[src/rtl/writeback_queue.sv]
// writeback_queue: in-order buffer of pending register-file writes with two-port youngest-value forwarding lookup.
module writeback_queue #(
    parameter int DEPTH  = 4,
    parameter int ADDR_W = 5,
    parameter int DATA_W = 32
) (
    input  logic                       clk,
    input  logic                       rst_n,
    input  logic                       flush,
    input  logic                       inValid,
    output logic                       inReady,
    input  logic [ADDR_W-1:0]          inReg,
    input  logic [DATA_W-1:0]          inData,
    input  logic                       wbEnable,
    output logic                       RegWrite,
    output logic [ADDR_W-1:0]          writeReg,
    output logic [DATA_W-1:0]          writeData,
    input  logic [ADDR_W-1:0]          lookupReg1,
    input  logic [ADDR_W-1:0]          lookupReg2,
    output logic                       hit1,
    output logic [DATA_W-1:0]          hitData1,
    output logic                       hit2,
    output logic [DATA_W-1:0]          hitData2,
    output logic [$clog2(DEPTH):0]     count,
    output logic                       full,
    output logic                       empty
);
    localparam int PW = $clog2(DEPTH);
    localparam int CW = PW + 1;

    logic [ADDR_W-1:0] q_reg  [DEPTH];
    logic [DATA_W-1:0] q_data [DEPTH];
    logic [DEPTH-1:0]  valid;
    logic [PW-1:0]     head, tail, idx;
    logic [CW-1:0]     cnt;
    logic              push, pop;

    assign count     = cnt;
    assign full      = cnt == CW'(DEPTH);
    assign empty     = cnt == '0;
    assign inReady   = !full;
    assign RegWrite  = !empty && wbEnable;
    assign writeReg  = empty ? '0 : q_reg[head];
    assign writeData = empty ? '0 : q_data[head];
    // Register 0 is hardwired, so such requests are acknowledged but dropped.
    assign push      = inValid && inReady && inReg != '0;
    assign pop       = RegWrite;

    // Walk oldest to youngest so the last match left standing is the youngest.
    always_comb begin
        hit1     = 1'b0;
        hitData1 = '0;
        hit2     = 1'b0;
        hitData2 = '0;
        idx      = head;
        for (int i = 0; i < DEPTH; i++) begin
            idx = head + PW'(i);
            if (valid[idx] && lookupReg1 != '0 && q_reg[idx] == lookupReg1) begin
                hit1     = 1'b1;
                hitData1 = q_data[idx];
            end
            if (valid[idx] && lookupReg2 != '0 && q_reg[idx] == lookupReg2) begin
                hit2     = 1'b1;
                hitData2 = q_data[idx];
            end
        end
    end

    always_ff @(posedge clk or negedge rst_n) begin
        if (!rst_n) begin
            head  <= '0;
            tail  <= '0;
            cnt   <= '0;
            valid <= '0;
            for (int i = 0; i < DEPTH; i++) begin
                q_reg[i]  <= '0;
                q_data[i] <= '0;
            end
        end else if (flush) begin
            head  <= '0;
            tail  <= '0;
            cnt   <= '0;
            valid <= '0;
        end else begin
            if (push) begin
                q_reg[tail]  <= inReg;
                q_data[tail] <= inData;
                valid[tail]  <= 1'b1;
                tail         <= tail + PW'(1);
            end
            if (pop) begin
                valid[head] <= 1'b0;
                head        <= head + PW'(1);
            end
            cnt <= cnt + CW'(push) - CW'(pop);
        end
    end
endmodule

[config.mk]
export PLATFORM = sky130hd
export DESIGN_NAME = writeback_queue
export DESIGN_NICKNAME = d
export VERILOG_FILES = /design/src/rtl/writeback_queue.sv
export SDC_FILE = /design/constraint.sdc
export NUM_CORES = 1
export LEC_CHECK = 0
export BUFFER_PORTS_ARGS = -buffer_cell sky130_fd_sc_hd__buf_4
export CORE_MARGIN = 3
export CORE_UTILIZATION = 50
export CTS_CLUSTER_DIAMETER = 80
export DETAILED_ROUTE_END_ITERATION = 7
export GPL_TIMING_DRIVEN = 0
export PLACE_DENSITY = 0.7
export SETUP_SLACK_MARGIN = 0.4
export SLEW_MARGIN = 20
export SYNTH_ARGS = -nofsm -noshare
export SYNTH_HDL_FRONTEND = slang
export SYNTH_SLANG_ARGS = --single-unit
[constraint.sdc]
create_clock -name clk -period 13.7 [get_ports clk]
set_input_delay 1.37 -clock clk [delete_from_list [all_inputs] [get_ports clk]]
set_output_delay 1.37 -clock clk [all_outputs]
set_load 0.01 [all_outputs]
==> results.toml <==
[clock_network]
insertion_delay_ns = 0.45
cts_buffers = 17
cts-hold-fix-buffers = 0
post_cts_buffers = 0
clkTransAtPathRegs_ns = 0.07
root_buffer = "clkbuf_16"
htreeDepth = 4
cts_tree = "built"
cts_num_sinks = 159
cts.repair.resized = 0
clockBufferDepth = 2

[setup_path]
cp-start-kind = "flip-flop"
end_kind = "output pin"
r2r_setup_slack_ns = 8.89
worstPathRequired_ns = 12.33
crit_fanout = 10
r2r_end = "head[1]"
startpoint = "head[0]"
r2r_start = "head[0]"
crit_type = "flip-flop to output pin"
rr_worst_depth = 13
crit_arrival_ns = 6.54

[global_routing]
first_global_vias = 10860
grt_usage_pct = 32.05
antenna_found_initial = 0
grt_pass1_wl_mm = 65.35
grt_overflow = 0
grt_max_degree = 89

[final_layout]
finalNonFillerCells = 1649
syn2layout_area_growth_pct = 17.37
drive_above_1_share_pct = 38.11
fill_cells = 2111
largest_register_ffs = 128
diodes = 0
regArea_mm2 = 0.003979
multi_input_area_mm2 = 0.008119
num-nets-final = 1375

[detailed_routing]
viasPerCell = 6.793
drtIter0Drc = 1420
routed_wl_mm = 43.91
drt.antenna.violating_nets = 0
wire_per_inst_um = 26.63
first_pass_iters = 6
drc_errors = 0
vias = 11200

[logic_synthesis]
ys.flop_type = "dfrtp_1"
ys_ff_latch = 159
ys.warnings.count = 0
syn_nets = 1204
syn_area_mm2 = 0.01272
syn_avg_cell_area_um2 = 11.15
async_flop_share_pct = 100.0
synth.distinct_cells = 48
syn-instance-count = 1141
ys_seq_area_share_pct = 31.27
synth_edf_count = 0

[placed_design]
place.gp.congestion = 0.9596
numPortBuffers = 151
hpwl_mm = 30.53
place_inst = 1617

[sta]
fmax_ghz = 0.1263
finalSetupViolations = 0
setup_tns_ns = 0
slew-limit-headroom_pct = 22.40
grt_setup_unrepaired = "no"
finalCritPeriodShare_pct = 57.77
finalCriticalPeriod_ns = 7.915
finalHoldViolations = 0
final_max_slew_viol_count = 0
clock_skew_ns = 0.008375
worst_slew_pin_slew_ns = 1.164

[hold_path]
hp-class = "flip-flop to flip-flop"
worst_hold_path.endpoint = "q_data[35]"
hold_depth = 1
min_from = "q_data[35]"

[pwr]
p_leak_nw = 6.081
pwr_density_cell_mw_per_mm2 = 224.7
irDropWorstVdd_mv = 0.1236

[run]
max-cap-violations = 0

[floorplanning]
num_rows = 57
dieArea_mm2 = 0.02740
io_pins = 162
start_util_pct = 51.56
fp.dieW_um = 165.5
fp.coreArea_mm2 = 0.02468
die_y_um = 165.5

[status]
status = "finished clean"
[cells by family (layout without fill, tap and decap cells)]
logic type / Yosys count / in the layout / synth area share, %
adders and majority gates: 11 / 11 / 1.141
xor gates and xnor gates: 44 / 44 / 3.029
and+or+nand+nor: 250 / 250 / 9.676
DFF: 159 / 159 / 31.27
AOI/OAI and AO/OA: 178 / 178 / 11.56
buffers and inverters: 136 / 320 / 4.917
muxes: 363 / 363 / 38.40
[metrics by stage]
step	power, mW	setup slack [ns]	util, %	instance area (µm²)	hold slack, ns
floorplan	2.170	8.208	-	12720	0.4957
global placement	2.730	6.443	57.80	14260	0.5103
CTS	3.314	5.959	60.52	14930	0.5369
detailed placement	2.770	6.469	57.94	14300	0.5183
global route	3.514	5.529	60.52	14930	0.5688
finish	3.356	5.785	60.52	14930	0.5395
[cells in the mapped netlist, types with 10 or more instances]
master | instances | area (µm²)
nor2_1 | 74 | 277.8
mux2i_1 | 127 | 1271
o31ai_1 | 11 | 82.58
a21oi_1 | 24 | 120.1
o21ai_0 | 17 | 85.08
mux2_2 | 151 | 1700
clkbuf_1 | 57 | 214.0
a211oi_1 | 37 | 277.8
a221oi_2 | 19 | 285.3
xnor2_1 | 35 | 306.5
ha_1 | 10 | 125.1
nand3_1 | 42 | 210.2
nand2_1 | 43 | 161.4
a221oi_1 | 30 | 262.8
nor4_1 | 12 | 75.07
inv_1 | 19 | 71.32
buf_2 | 38 | 190.2
nor2b_1 | 37 | 231.5
nor3_1 | 18 | 90.09
dfrtp_1 | 159 | 3979
o22ai_1 | 13 | 81.33
mux4_2 | 85 | 1914
o31a_1 | 10 | 87.58
[layout make-up]
cell class	instances	share of cell area [%]
multi-input cells	846	54.37
flip-flops and latches	159	26.64
repair buffers	152	7.826
plain buffers	116	3.687
clock buffers	18	2.941
well taps	324	2.715
clock inverters	14	1.315
inverters	20	0.5027
[metal layers]
metal	vias to the layer above	track usage (%)	wire [µm]
li1	4722	-	-
met1	5616	44.53	17890
met2	742	48.53	19780
met3	120	7.508	4510
met4	2	13.12	1690
met5	-	0	40
[worst max path at each step]
stage	endpoint	depth (start not counted)	slack, ns
2_1_floorplan	hitData2[30]	15	8.21
3_3_place_gp	hitData2[3]	17	6.44
3_5_place_dp	hitData2[3]	17	6.47
4_1_cts	hitData2[3]	17	5.96
5_1_grt	hitData2[3]	17	5.53
6_report	hitData2[3]	17	5.79
[cells in the final DEF (no fill, tap or decap), types with 9 or more instances in the layout]
master,count
xnor2_1,35
o21ai_0,17
ha_1,10
o31ai_1,11
mux2i_1,127
clkbuf_16,17
mux4_2,85
buf_4,158
xor2_1,9
o31a_1,10
nand2_1,43
a211oi_1,37
a21oi_1,24
nand3_1,42
nor4_1,12
a221oi_2,19
inv_1,19
nor3_1,18
dfrtp_1,159
buf_2,38
clkbuf_1,57
mux2_2,151
nor2_1,74
nor2b_1,37
o22ai_1,13
a221oi_1,30
[where the power goes]
part | total, mW | internal, mW | switching [mW] | leakage, nW
Clock | 0.533 | 0.300 | 0.233 | 0.307
Sequential | 0.868 | 0.661 | 0.207 | 2.02
Combinational | 1.95 | 0.911 | 1.04 | 3.75
Total | 3.36 | 1.87 | 1.48 | 6.08
[worst max-delay path: stages, from the launching register on]
cell and delay, ns:
dfrtp_1 0.42, buf_4 0.25, buf_6 0.20, buf_2 0.24, buf_2 0.43, clkbuf_1 0.78
inv_1 0.18, ha_1 0.43, buf_6 0.20, buf_4 0.32, mux4_2 0.41, xnor2_1 0.16
nand4_1 0.22, nor3_2 0.58, nor2_1 0.27, buf_2 0.29, a211oi_1 0.50, buf_4 0.22
(Power assumes the default switching activity.)
